## src/rtl/sample_walker.sv

```systemverilog
// Raster sample iterator: captures one triangle and its snapped bounding box,
// then walks every step-grid sample in the box in x-major, bottom-to-top order.
//
//   state | meaning
//   WAIT  | idle, no valid sample on the outputs, ready to accept
//   TEST  | emitting one sample per cycle for the captured triangle
`timescale 1ns/1ps
module sample_walker #(
  parameter int SIGFIG = 24,
  parameter int RADIX  = 10,
  parameter int VERTS  = 3,
  parameter int AXIS   = 3,
  parameter int COLORS = 3
) (
  input  logic                                        clk,
  input  logic                                        rst,
  input  logic [VERTS-1:0][AXIS-1:0][SIGFIG-1:0]      tri_R13S,
  input  logic [COLORS-1:0][SIGFIG-1:0]               color_R13U,
  input  logic [1:0][1:0][SIGFIG-1:0]                 box_R13S,
  input  logic                                        validTri_R13H,
  input  logic [1:0]                                  ss_lg2_R13U,
  output logic                                        halt_RnnnnH,
  output logic [VERTS-1:0][AXIS-1:0][SIGFIG-1:0]      tri_R14S,
  output logic [COLORS-1:0][SIGFIG-1:0]               color_R14U,
  output logic [1:0][SIGFIG-1:0]                      sample_R14S,
  output logic                                        validSamp_R14H
);

  typedef enum logic {WAIT, TEST} state_t;

  state_t            state, state_nxt;
  logic [SIGFIG-1:0] ll_x, ur_x, ur_y, step, step_in;
  logic signed [SIGFIG:0] nx, ny;
  logic              x_over, y_over, last, accept, degen;

  assign step_in = SIGFIG'(1) << (RADIX - 32'(ss_lg2_R13U));

  // One extra bit keeps x+step from wrapping at the positive coordinate limit.
  assign nx = $signed({sample_R14S[0][SIGFIG-1], sample_R14S[0]}) + $signed({1'b0, step});
  assign ny = $signed({sample_R14S[1][SIGFIG-1], sample_R14S[1]}) + $signed({1'b0, step});
  assign x_over = nx > $signed({ur_x[SIGFIG-1], ur_x});
  assign y_over = ny > $signed({ur_y[SIGFIG-1], ur_y});
  assign last   = x_over && y_over;

  // An inverted box on either axis collapses to a single sample at ll.
  assign degen = ($signed(box_R13S[1][0]) < $signed(box_R13S[0][0])) ||
                 ($signed(box_R13S[1][1]) < $signed(box_R13S[0][1]));

  assign validSamp_R14H = (state == TEST);

  always_ff @(posedge clk or posedge rst) begin
    if (rst) state <= WAIT;
    else     state <= state_nxt;
  end

  always_comb begin
    halt_RnnnnH = 1'b0;
    accept      = 1'b0;
    state_nxt   = state;
    if (state == TEST && !last) halt_RnnnnH = 1'b1;
    accept = validTri_R13H && !halt_RnnnnH;
    if (accept)                        state_nxt = TEST;
    else if (state == TEST && last)    state_nxt = WAIT;
  end

  always_ff @(posedge clk or posedge rst) begin
    if (rst) begin
      tri_R14S    <= '0;
      color_R14U  <= '0;
      sample_R14S <= '0;
      ll_x        <= '0;
      ur_x        <= '0;
      ur_y        <= '0;
      step        <= '0;
    end else if (accept) begin
      tri_R14S    <= tri_R13S;
      color_R14U  <= color_R13U;
      sample_R14S <= box_R13S[0];
      ll_x        <= box_R13S[0][0];
      ur_x        <= degen ? box_R13S[0][0] : box_R13S[1][0];
      ur_y        <= degen ? box_R13S[0][1] : box_R13S[1][1];
      step        <= step_in;
    end else if (state == TEST && !last) begin
      if (x_over) begin
        sample_R14S[0] <= ll_x;
        sample_R14S[1] <= ny[SIGFIG-1:0];
      end else begin
        sample_R14S[0] <= nx[SIGFIG-1:0];
      end
    end
  end

endmodule

```

## config.mk

```make
export PLATFORM = sky130hd
export DESIGN_NAME = sample_walker
export DESIGN_NICKNAME = d
export VERILOG_FILES = /design/src/rtl/sample_walker.sv
export SDC_FILE = /design/constraint.sdc
export NUM_CORES = 1
export LEC_CHECK = 0
export BUFFER_PORTS_ARGS = -buffer_cell sky130_fd_sc_hd__buf_2
export CAP_MARGIN = 30
export CORE_AREA = 2 2 287 289
export DETAILED_ROUTE_END_ITERATION = 8
export DIE_AREA = 0 0 289 291
export PLACE_DENSITY = 0.43
export RECOVER_POWER = 25
export REMOVE_ABC_BUFFERS = 1
export SKIP_CTS_REPAIR_TIMING = 1
export SYNTH_ARGS = -nofsm -noshare
export SYNTH_HDL_FRONTEND = slang
export SYNTH_SLANG_ARGS = --single-unit
```

## constraint.sdc

```tcl
create_clock -name clk -period 31.8 [get_ports clk]
set_input_delay 1.59 -clock clk [delete_from_list [all_inputs] [get_ports clk]]
set_output_delay 1.59 -clock clk [all_outputs]
set_load 0.05 [all_outputs]
```

==> results of run 1 <==
[logic make-up (layout without fill, tap and decap cells)]
family / Yosys count / in the layout / synth area share, %
XOR/XNOR: 40 / 40 / 1.650
adder cells (fa/ha/maj): 130 / 130 / 7.733
AND/OR/NAND/NOR: 1165 / 1165 / 22.38
AO/OA/AOI/OAI: 366 / 366 / 11.78
buffers and inverters: 245 / 960 / 4.816
multiplexers: 40 / 40 / 1.892
other: 0 / 12 / 0
flip-flops: 422 / 422 / 49.75
[routing by layer]
metal | vias to the layer above | global-route usage [%] | share of wire [%]
li1 | 9424 | - | -
met2 | 556 | 35.13 | 51
met1 | 9498 | 23.16 | 39
met3 | 162 | 5.549 | 7.2
met5 | - | 0 | 0.26
met4 | 38 | 5.494 | 3.1
[sequential cells by signal, indices dropped and copies added (netlist names)]
signal          cells
tri_R14S          216
color_R14U         72
sample_R14S        48
ll_x               24
ur_x               24
ur_y               24
step               13
validSamp_R14H      1
[report_power, final]
part / internal, mW / total [mW] / switching [mW] / leakage (nW)
Combinational: 0.582 / 2.29 / 1.71 / 8.53
Clock: 0.371 / 0.618 / 0.247 / 0.884
Sequential: 0.807 / 0.958 / 0.151 / 5.23
Total: 1.76 / 3.87 / 2.11 / 14.6
[cell usage after synthesis, types with 9 or more instances]
cell,count,area [sq um]
ha_1,128,1602
buf_2,70,350.3
nand4_1,64,400.4
clkbuf_1,44,165.2
a21oi_1,65,325.3
xnor2_1,33,289.0
o21a_1,9,67.56
a21o_1,23,172.7
nor3_1,14,70.07
nand2_1,945,3547
nor2_1,54,202.7
a211oi_1,26,195.2
o211ai_1,100,750.7
inv_1,116,435.4
and2_1,12,75.07
buf_1,11,41.29
o21ai_0,69,345.3
nand3_1,35,175.2
dfrtp_1,422,10560
mux2i_1,39,390.4
[final cells by class]
type,count,area share (%)
inverter,117,1.595
antenna,12,0.1087
timing repair buffer,748,13.69
clock buffer,77,5.668
sequential,422,38.24
multi-input combinational,1741,35.10
tap,1070,4.848
clock inverter,18,0.7522
[per-stage QoR]
stage,hold WS (ns),util [%],instances
after global routing,0.4902,33.99,4197
after floorplan,0.4419,-,2280
after CTS,0.4708,34.11,4191
after global placement,0.4521,31.82,4093
final,0.4678,34.01,4205
after detailed placement,0.4565,31.92,4096
[worst max-delay path by stage]
stage,start,end
finish,step[4]$_DFFE_PP0P_,halt_RnnnnH
global route,step[6]$_DFFE_PP0P_,halt_RnnnnH
CTS,step[5]$_DFFE_PP0P_,halt_RnnnnH
detailed placement,step[5]$_DFFE_PP0P_,tri_R14S[39]$_DFFE_PP0P_
global placement,step[5]$_DFFE_PP0P_,tri_R14S[29]$_DFFE_PP0P_
floorplan,sample_R14S[24]$_DFFE_PP0P_,sample_R14S[40]$_DFFE_PP0P_
[worst reg2reg max path, delay by kind of cell (launching register included)]
family,cells,cell delay (ns)
and+or+nand+nor,8,1.87
AOI/OAI and AO/OA,6,1.79
buffers and inverters,4,1.52
adders and majority gates,2,0.72
DFF,1,0.48
xor gates and xnor gates,1,0.20
==> impl_metrics.json, run 1 <==
{
  "outcome": "complete, but fails checks",
  "violations": "max-capacitance violations, max-slew violations",
  "final_common_cell": "nand2_1",
  "p_leak_nw": 14.64,
  "max_freq_mhz": 130.5,
  "die-area_sq_mm": 0.08410,
  "start_util_pct": 26.15,
  "post-route-min-period_ns": 7.665,
  "vias": 19678,
  "power_density_mw_per_mm2": 140.1,
  "pre_cts_ws_ns": 24.28,
  "ys_seq_area_share_pct": 49.75,
  "fin_area_sq_mm": 0.02761,
  "ant_nets": 0,
  "hold-path-endpoint": "tri_R14S[141]$_DFFE_PP0P_",
  "drt_wl_total_mm": 84.97,
  "r2r_start": "step[6]$_DFFE_PP0P_",
  "firstDrtPassIters": 5,
  "fp.dieW_um": 289,
  "slowest_stage": "a211o_1",
  "rsz0062_at_grt": "no",
  "async_reset_ff_share_pct": 100.0,
  "min_path_cells": 2,
  "layout_common_cells": "945 x nand2_1, 629 x buf_2, 422 x dfrtp_1, 128 x ha_1, 115 x inv_1",
  "cp-end-kind": "output port",
  "overflow": 0,
  "fillCellCount": 8608,
  "reg2reg_to": "tri_R14S[68]$_DFFE_PP0P_",
  "crit_required_ns": 30.21,
  "multi_input_area_sq_mm": 0.009692,
  "track_usage_pct": 19.81,
  "die_h_um": 291,
  "io_pins": 727,
  "design.core.area_sq_mm": 0.08119,
  "cp.buffers_inverters": 2,
  "post-route-period-util_pct": 24.10,
  "ir_drop_mv": 0.1413,
  "tns_ns": 0,
  "syn_area_per_cell_sq_um": 8.816,
  "clk_path_buf_depth": 3,
  "hpwlAfterDp_mm": 63.87,
  "syn_area_sq_mm": 0.02123,
  "area_growth_pct": 30.08,
  "ff2ff_setup_slack_ns": 25.18,
  "cts_buffers": 51,
  "yosys.cell_types.count": 69,
  "tightest_slew_ns": 4.226,
  "first_iter_violations": 1134,
  "hold_violations": 0,
  "grt_pass1_vias": 20315,
  "wl_per_cell_um": 20.21,
  "worst_r2r_path_depth": 21,
  "cpPeakStageDelay_ns": 0.57,
  "yosys_warnings": 0,
  "startpoint_type": "flop",
  "setup_ws_ns": 24.13,
  "seqCellArea_sq_mm": 0.01056,
  "finalPower_mw": 3.868,
  "drive_gt1_share_pct": 24.05,
  "maxCapViolCount": 3,
  "antenna_found_initial": 40,
  "gp_congestion": 0.8719,
  "clockRootBuffer": "clkbuf_16",
  "grt_max_degree": 254,
  "htree_levels": 2,
  "drv_slew": 204,
  "cp.arrival_ns": 6.08,
  "path_delay_family": "compound AO/OA/AOI/OAI gates",
  "setup_viol": 0,
  "grt_pass1_wl_mm": 127.6,
  "cp_max_fo": 40,
  "rows": 105,
  "skew_ns": 0.02233,
  "path_clk_slew_ns": 0.06,
  "cts_tree": "done",
  "cts_sinks": 422,
  "criticalPathCategory": "flop to output port",
  "slew_headroom_pct": -181.7,
  "ys.flop_type": "dfrtp_1",
  "synth-seq-cells": 422,
  "clk-insertion-delay-late_ns": 0.60,
  "place_area_sq_mm": 0.02592,
  "synthCells": 2408,
  "path_cells": "ha_1, fa_1, a211oi_1, o211ai_1, nand3_1, a31oi_1, o21ai_0, nor2_1, xor2_1, ha_1, a21oi_1, o21ai_0, a2111oi_1, o22ai_1, a211o_1, o21ai_2, buf_4, buf_2",
  "hold_start": "tri_R14S[141]$_DFFE_PP0P_",
  "synth-edff-count": 0,
  "crit_cells": 18,
  "viasPerCell": 4.680,
  "nets": 3600,
  "route.detailed.drc": 0,
  "hold_path_class": "flop to flop",
  "port_buffers": 726
}
(Power assumes the default switching activity.)
==> run 2, diff against run 1 <==
clock period = 7.6 ns   (was 31.8 ns; I/O delays follow)
==> impl_metrics.json, run 2 (synthesized netlist as in run 1, its figures left out) <==
{
  "regMostFlops": "tri_R14S",
  "fp.dieW_um": 289,
  "clk_path_buf_depth": 3,
  "io_pins": 727,
  "fin_area_sq_mm": 0.03013,
  "start_util_pct": 26.15,
  "violations": "negative hold slack, max-capacitance violations, max-slew violations",
  "worst_r2r_path_depth": 19,
  "criticalPathCategory": "flop to output port",
  "track_usage_pct": 19.76,
  "max_freq_mhz": 146.7,
  "largest_registers": "tri_R14S (216), color_R14U (72), sample_R14S (48)",
  "setup_ws_ns": 0.7842,
  "cpPeakStageDelay_ns": 0.72,
  "tns_ns": 0,
  "post-route-period-util_pct": 89.68,
  "finalPower_mw": 16.06,
  "layout_common_cells": "945 x nand2_1, 528 x buf_2, 422 x dfrtp_1, 280 x dlygate4sd3_1, 212 x clkbuf_1",
  "route.detailed.drc": 0,
  "layoutNonFillerInstCount": 4473,
  "slowest_stage": "o21ai_2",
  "grt_pass1_vias": 20137,
  "drv_slew": 93,
  "power_density_mw_per_mm2": 533.0,
  "drt_wl_total_mm": 86.20,
  "outcome": "complete, but fails checks",
  "slew_headroom_pct": -209.6,
  "grt_pass1_wl_mm": 126.9,
  "port_buffers": 726,
  "rows": 105,
  "area_growth_pct": 41.93,
  "hpwlAfterDp_mm": 63.68,
  "largest_register_ffs": 216,
  "die-area_sq_mm": 0.08410,
  "crit_top_cell": "nand3_1",
  "ant_nets": 0,
  "final_common_cell": "nand2_1",
  "firstDrtPassIters": 5,
  "path_cells": "ha_1, a211oi_1, o21ai_0, a311o_1, nand3_1, a31oi_1, nand3_1, xnor2_1, ha_1, nand2_1, or3_1, nor3_1, nand3_1, o211a_1, o21ai_2, buf_2",
  "setup_viol": 0,
  "cp_max_fo": 18,
  "die_h_um": 291,
  "overflow": 0,
  "post-route-util_pct": 37.11,
  "nets": 3880,
  "startpoint_type": "flop",
  "place_area_sq_mm": 0.02595,
  "hold_violations": 4,
  "crit_cells": 16,
  "maxCapViolCount": 1,
  "post-route-min-period_ns": 6.816,
  "gp_congestion": 0.8617,
  "min_path_cells": 3,
  "holdWs_ns": -0.01648,
  "dp.cells": 4098,
  "skew_ns": 0.01105,
  "drive_gt1_share_pct": 18.86,
  "cp.buffers_inverters": 1,
  "p_leak_nw": 15.40,
  "grt_max_degree": 172,
  "first_iter_violations": 1148,
  "hold_path_class": "primary input to flop",
  "cp-end-kind": "output port",
  "wl_per_cell_um": 19.27,
  "vias": 20633,
  "htree_levels": 2,
  "cts_sinks": 422,
  "ir_drop_mv": 0.4571,
  "clockRootBuffer": "clkbuf_16",
  "crit_required_ns": 7.22,
  "cp.arrival_ns": 6.44,
  "antenna_found_initial": 10,
  "tightest_slew_ns": 4.619,
  "pre_cts_ws_ns": 1.247,
  "viasPerCell": 4.613,
  "cts_tree": "done",
  "path_delay_family": "compound AO/OA/AOI/OAI gates",
  "path_clk_slew_ns": 0.06,
  "design.core.area_sq_mm": 0.08119,
  "rsz0062_at_grt": "no",
  "cts_buffers": 51,
  "clk-insertion-delay-late_ns": 0.60
}
[run 2: worst register-to-register path, cell delays in order (launching register included)]
cell      delay (ns)
dfrtp_1         0.49
ha_1            0.42
a211oi_1        0.12
o21ai_0         0.38
a311o_1         0.30
nand3_1         0.14
a31oi_1         0.58
nand3_1         0.26
xnor2_1         0.20
ha_1            0.31
nand2_1         0.08
or3_1           0.41
nor3_1          0.44
o41a_1          0.33
o211ai_1        0.27
a211oi_4        0.37
buf_4           0.28
buf_12          0.44
nand2_1         0.39
nand2_1         0.10
[run 2: worst paths after layout]
path / from / to / slack (ns)
max: step[6]$_DFFE_PP0P_ / halt_RnnnnH / 0.78
min: color_R13U[15] / color_R14U[15]$_DFFE_PP0P_ / -0.02
max reg2reg: step[6]$_DFFE_PP0P_ / color_R14U[28]$_DFFE_PP0P_ / 1.24
min reg2reg: tri_R14S[107]$_DFFE_PP0P_ / tri_R14S[107]$_DFFE_PP0P_ / 0.47
max in group asynchronous: rst / ll_x[6]$_DFFE_PP0P_ / 3.00
min in group asynchronous: rst / color_R14U[2]$_DFFE_PP0P_ / 1.74
[run 2: area by class of cell]
cell class                 instances  area [sq um]
tap                             1070          1339
fill                            8508         51060
antenna                            5         12.51
inverter                         117         440.4
sequential                       422         10560
timing repair buffer            1028          6465
clock inverter                    14         130.1
clock buffer                      76          1490
multi-input combinational       1741          9692
[run 2: where the power goes]
part | internal (mW) | total (mW) | switching [mW]
clock | 1.39 | 2.41 | 1.02
sequential | 3.38 | 4.02 | 0.641
combinational | 2.43 | 9.63 | 7.20
total | 7.20 | 16.1 | 8.86
[run 2: routing by layer]
layer,part of all wire [%],GRT usage [%],vias up
met5,0.085,0,-
met4,2.5,4.903,10
met3,5.9,5.494,126
met2,52,35.51,566
met1,40,22.94,9984
li1,-,-,9947
